### src/rtl/ext_bus_pkg.sv
// Shared types and constants for the external bus arbiter.
package ext_bus_pkg;

  typedef enum logic [1:0] {
    IDLE  = 2'd0,
    BUS_I = 2'd1,
    BUS_D = 2'd2,
    RESP  = 2'd3
  } state_t;

  localparam logic GNT_I = 1'b0;
  localparam logic GNT_D = 1'b1;

  localparam logic [31:0] NOP_INS_DEFAULT = 32'h0000_0013;

endpackage

### src/rtl/rr_arb2.sv
// Two-requester round-robin arbiter: combinational grant, registered last-grant flag.
module rr_arb2
  import ext_bus_pkg::*;
(
  input  logic clk,
  input  logic rst,
  input  logic req_i,
  input  logic req_d,
  input  logic upd,
  input  logic upd_id,
  output logic gnt_valid_c,
  output logic gnt_id_c
);

  logic last_q;

  always_ff @(posedge clk or posedge rst) begin
    if (rst) begin
      last_q <= GNT_D;
    end else if (upd) begin
      last_q <= upd_id;
    end
  end

  // On a tie the side not served last wins
  always_comb begin
    gnt_valid_c = req_i | req_d;
    gnt_id_c    = GNT_I;
    if (req_i && req_d) begin
      gnt_id_c = (last_q == GNT_D) ? GNT_I : GNT_D;
    end else if (req_d) begin
      gnt_id_c = GNT_D;
    end
  end

endmodule

### src/rtl/ext_bus_arb.sv
// Arbitrates the external memory bus between fetch and load/store, one transaction at a time.
// Optional bus-ack timeout enabled by defining EXT_BUS_TIMEOUT_EN.
module ext_bus_arb
  import ext_bus_pkg::*;
#(
  parameter int unsigned   AW      = 32,
  parameter int unsigned   DW      = 32,
  parameter logic [DW-1:0] NOP_INS = DW'(NOP_INS_DEFAULT)
`ifdef EXT_BUS_TIMEOUT_EN
  , parameter int unsigned TIMEOUT = 16
`endif
) (
  input  logic          clk,
  input  logic          rst,
  input  logic          if_req,
  input  logic [AW-1:0] if_addr,
  output logic          if_valid,
  output logic [DW-1:0] if_rdata,
  input  logic          d_req,
  input  logic          d_we,
  input  logic [AW-1:0] d_addr,
  input  logic [DW-1:0] d_wdata,
  input  logic [3:0]    d_wstrb,
  output logic          d_ready,
  output logic [DW-1:0] d_rdata,
  output logic          bus_req,
  output logic          bus_we,
  output logic [AW-1:0] bus_addr,
  output logic [DW-1:0] bus_wdata,
  output logic [3:0]    bus_wstrb,
  input  logic          bus_ack,
  input  logic [DW-1:0] bus_rdata,
  output logic          bus_err
);

  state_t          state_q, state_d;
  logic            gnt_q, gnt_d;
  logic            gnt_valid_c, gnt_id_c, upd_c;
  logic            abort_c;
  logic            bus_req_d, bus_we_d;
  logic [AW-1:0]   bus_addr_d;
  logic [DW-1:0]   bus_wdata_d;
  logic [3:0]      bus_wstrb_d;
  logic            if_valid_d, d_ready_d;
  logic [DW-1:0]   if_rdata_d, d_rdata_d;

  rr_arb2 u_arb (
    .clk         (clk),
    .rst         (rst),
    .req_i       (if_req),
    .req_d       (d_req),
    .upd         (upd_c),
    .upd_id      (gnt_q),
    .gnt_valid_c (gnt_valid_c),
    .gnt_id_c    (gnt_id_c)
  );

`ifdef EXT_BUS_TIMEOUT_EN
  localparam int unsigned CNT_W = $clog2(TIMEOUT + 1);

  logic [CNT_W-1:0] tmo_q;
  logic             err_q;

  // Counts bus cycles without ack; abort when the count would reach TIMEOUT
  always_ff @(posedge clk or posedge rst) begin
    if (rst) begin
      tmo_q <= '0;
    end else if (state_q == IDLE) begin
      tmo_q <= '0;
    end else if ((state_q == BUS_I || state_q == BUS_D) && !bus_ack) begin
      tmo_q <= tmo_q + CNT_W'(1);
    end
  end

  assign abort_c = !bus_ack && ((tmo_q + CNT_W'(1)) == CNT_W'(TIMEOUT));

  always_ff @(posedge clk or posedge rst) begin
    if (rst) begin
      err_q <= 1'b0;
    end else begin
      err_q <= (state_q == BUS_I || state_q == BUS_D) && abort_c;
    end
  end

  assign bus_err = err_q;
`else
  assign abort_c = 1'b0;
  assign bus_err = 1'b0;
`endif

  always_comb begin
    state_d     = state_q;
    gnt_d       = gnt_q;
    upd_c       = 1'b0;
    bus_req_d   = bus_req;
    bus_we_d    = bus_we;
    bus_addr_d  = bus_addr;
    bus_wdata_d = bus_wdata;
    bus_wstrb_d = bus_wstrb;
    if_valid_d  = 1'b0;
    d_ready_d   = 1'b0;
    if_rdata_d  = if_rdata;
    d_rdata_d   = d_rdata;
    unique case (state_q)
      IDLE: begin
        if (gnt_valid_c) begin
          gnt_d     = gnt_id_c;
          bus_req_d = 1'b1;
          if (gnt_id_c == GNT_I) begin
            state_d     = BUS_I;
            bus_we_d    = 1'b0;
            bus_addr_d  = if_addr;
            bus_wdata_d = '0;
            bus_wstrb_d = '0;
          end else begin
            state_d     = BUS_D;
            bus_we_d    = d_we;
            bus_addr_d  = d_addr;
            bus_wdata_d = d_wdata;
            bus_wstrb_d = d_wstrb;
          end
        end
      end
      BUS_I, BUS_D: begin
        // Ack takes priority over a simultaneous timeout
        if (bus_ack || abort_c) begin
          bus_req_d = 1'b0;
          state_d   = RESP;
          if (state_q == BUS_I) begin
            if_valid_d = 1'b1;
            if_rdata_d = bus_ack ? bus_rdata : NOP_INS;
          end else begin
            d_ready_d = 1'b1;
            if (!bus_we) begin
              d_rdata_d = bus_ack ? bus_rdata : '0;
            end
          end
        end
      end
      RESP: begin
        upd_c   = 1'b1;
        state_d = IDLE;
      end
      default: state_d = IDLE;
    endcase
  end

  always_ff @(posedge clk or posedge rst) begin
    if (rst) begin
      state_q   <= IDLE;
      gnt_q     <= GNT_D;
      bus_req   <= 1'b0;
      bus_we    <= 1'b0;
      bus_addr  <= '0;
      bus_wdata <= '0;
      bus_wstrb <= '0;
      if_valid  <= 1'b0;
      d_ready   <= 1'b0;
      if_rdata  <= NOP_INS;
      d_rdata   <= '0;
    end else begin
      state_q   <= state_d;
      gnt_q     <= gnt_d;
      bus_req   <= bus_req_d;
      bus_we    <= bus_we_d;
      bus_addr  <= bus_addr_d;
      bus_wdata <= bus_wdata_d;
      bus_wstrb <= bus_wstrb_d;
      if_valid  <= if_valid_d;
      d_ready   <= d_ready_d;
      if_rdata  <= if_rdata_d;
      d_rdata   <= d_rdata_d;
    end
  end

endmodule
### config.mk
export PLATFORM = sky130hd
export DESIGN_NAME = ext_bus_arb
export DESIGN_NICKNAME = d
export VERILOG_FILES = /design/src/rtl/ext_bus_pkg.sv /design/src/rtl/rr_arb2.sv /design/src/rtl/ext_bus_arb.sv
export SDC_FILE = /design/constraint.sdc
export NUM_CORES = 1
export LEC_CHECK = 0
export ABC_AREA = 1
export CAP_MARGIN = 5
export CORE_AREA = 2 2 107 109
export DETAILED_ROUTE_END_ITERATION = 10
export DIE_AREA = 0 0 109 111
export DONT_BUFFER_PORTS = 1
export PLACE_DENSITY = 0.77
export SLEW_MARGIN = 10
export SYNTH_ARGS = -nofsm -noshare
export SYNTH_HDL_FRONTEND = slang
export SYNTH_SLANG_ARGS = --single-unit
### constraint.sdc
create_clock -name clk -period 6.9 [get_ports clk]
set_input_delay 1.725 -clock clk [delete_from_list [all_inputs] [get_ports clk]]
set_output_delay 1.725 -clock clk [all_outputs]
set_load 0.05 [all_outputs]
==> results.json <==
{
  "ys_warn_count": 0,
  "grt_overflow_total": 0,
  "cp-end-kind": "register",
  "cts_inserted_buffers": 17,
  "skew_ps": 7.77,
  "synth_fp_nets": 832,
  "nNetsFinal": 815,
  "crit_path_start_kind": "input port",
  "die_h_um": 111,
  "hold_path_class": "reg2reg",
  "dieArea_um2": 12100,
  "synth_cell_type_count": 23,
  "postCtsSetupBuffers": 0,
  "start_util": 0.538,
  "wl_per_cell_um": 16.6,
  "areaGrowthSynthToFinish_pct": 10.1,
  "synth_top_area_share": 0.567,
  "period_needed_ps": 3250,
  "netlist_top_cells_area": "dfrtp_1 (57%), nand2_1 (18%), o21ai_0 (5.4%)",
  "vias_per_cell": 5.32,
  "relSlewSlack": 0.250,
  "gp_congestion": 0.806,
  "clk_path_buf_depth": 2,
  "portBuffers": 0,
  "antenna_found_initial": 0,
  "rows": 39,
  "synth.most_common_cell": "nand2_1",
  "netlist_area_um2": 5950,
  "top_level_ports": 275,
  "grt_pass1_wl_um": 21300,
  "first_pass_iters": 4,
  "synth_edf_count": 0,
  "post-dp-hpwl_um": 9460,
  "path_buf_inv": 1,
  "postSynthCellCount": 690,
  "cts-root-buf": "clkbuf_16",
  "cap_viol_max_count": 0,
  "multiInputGateArea_um2": 1950,
  "grt_max_degree": 87,
  "place_inst": 797,
  "final_cells": 829,
  "cts_resized": 0,
  "setup_viol": 0,
  "core_area_um2": 11100,
  "slowest_delay_ps": 600,
  "clk_latency_ps": 410,
  "hold_viol_final": 0,
  "worstPathMaxFanout": 38,
  "cts_hold_buf": 0,
  "reg2reg_slack_ps": 4280,
  "crit_slowest_cell": "nand2_2",
  "worst_ep_required_time_ps": 7220,
  "synth-main-ff-cell": "dfrtp_1",
  "cts.clk_slew.worst_paths_ps": 60,
  "postRouteWirelength_um": 13700,
  "clock-sinks": 140,
  "max_freq_mhz": 308,
  "htree_levels": 4,
  "synth_top_cell_by_area": "dfrtp_1",
  "ant_nets": 0,
  "track_usage": 0.228,
  "crit_chain": "nand2_2, nand2_2, nor2_2, buf_4, nand2_1, o21ai_0",
  "syn_avg_cell_area_um2": 8.63,
  "grt_setup_unrepaired": "no",
  "regArea_um2": 3510,
  "ys_top_cells_by_count": "nand2_1 (284), dfrtp_1 (135), inv_1 (75)",
  "worst_pin_slew_ps": 1130,
  "post-route-period-util": 0.471,
  "antenna_cells": 0,
  "yosysSeqAreaShare": 0.589,
  "drv_slew": 0,
  "fin_util": 0.592,
  "ys_ff_latch": 140,
  "grt_pass1_vias": 4331,
  "fillers": 958,
  "cts_tree": "built",
  "cp_common_cell": "nand2_2",
  "critPathTopFamily": "simple AND/OR/NAND/NOR gates",
  "fin_setup_tns_ps": 0,
  "path_class": "in2reg",
  "drt_iter0_markers": 337,
  "chipWidth_um": 109,
  "vias": 4408,
  "outcome": "finished clean",
  "async_flop_share": 1.00,
  "drcViolationCount": 0,
  "drive_above_1_share": 0.0714,
  "arrival_ps": 3570
}
## tightest hold or removal path, cell delays in order, from the launching register on
cell and delay (ps):
dfstp_2 360, inv_1 80, a21oi_1 70
## metrics by stage
| step | cell area [µm²] | hold slack, ps | setup slack [ps] |
|---|---|---|---|
| finish | 6560 | 504 | 3650 |
| global route | 6560 | 547 | 3410 |
| CTS | 6560 | 508 | 3630 |
| detailed placement | 5950 | 493 | 3190 |
| global placement | 5950 | 498 | 3350 |
| floorplan | 5950 | 451 | 1430 |
## flip-flops by register name (all words and copies together), names as in the netlist
signal	count
bus_addr	32
bus_wdata	32
d_rdata	32
if_rdata	32
bus_wstrb	4
state_q	2
bus_req	1
bus_we	1
d_ready	1
gnt_q	1
if_valid	1
u_arb.last_q	1
## worst paths after layout
check,start,endpoint,depth (start not counted)
setup / recovery,if_req,bus_we,6
hold / removal,gnt_q,u_arb.last_q,2
setup reg to reg,state_q[1],bus_addr[17],7
hold reg to reg,gnt_q,u_arb.last_q,2
max in group asynchronous,rst,bus_addr[7],2
min in group asynchronous,rst,if_rdata[24],1
## kinds of logic after synthesis
kind of cell / synth area share
compound gates: 0.0593
fa+ha+maj: 0.00841
buf+inv: 0.0834
flops: 0.589
other cells: 0.000630
simple gates: 0.259
## layout make-up
type                    instances  share of cell area
repair buffers                  2             0.00229
inverters                      77              0.0448
well taps                     143              0.0273
clock buffers                  20              0.0681
multi-input cells             435               0.298
clock inverters                12              0.0246
flip-flops and latches        140               0.535
## per-layer routing
layer | wire length, µm | up-vias | GRT usage
li1 | - | 2083 | -
met1 | 5350 | 2072 | 0.267
met2 | 6540 | 223 | 0.375
met3 | 1500 | 30 | 0.0876
met4 | 330 | 0 | 0.0880
met5 | 0 | - | 0
## cells in the final DEF, fill, tap and decap left out
master	instances
inv_2	2
clkbuf_16	17
inv_1	74
nand2_2	4
clkbuf_1	2
or2_2	1
clkbuf_8	1
clkinv_4	1
dfstp_2	5
buf_4	2
o21ai_1	1
nor2_2	2
ha_1	4
conb_1	1
o21ai_0	64
nor2_4	2
bufinv_16	3
nand3b_1	32
nor2_1	2
a21oi_1	4
nand2_1	283
inv_6	5
clkinvlp_4	3
o21bai_1	1
dfrtp_1	135
clkinv_2	1
nand3_1	34
Power is left out: the tool's default activity adds up to more than one toggle a clock period on the data nets, which glitch-free logic cannot reach.
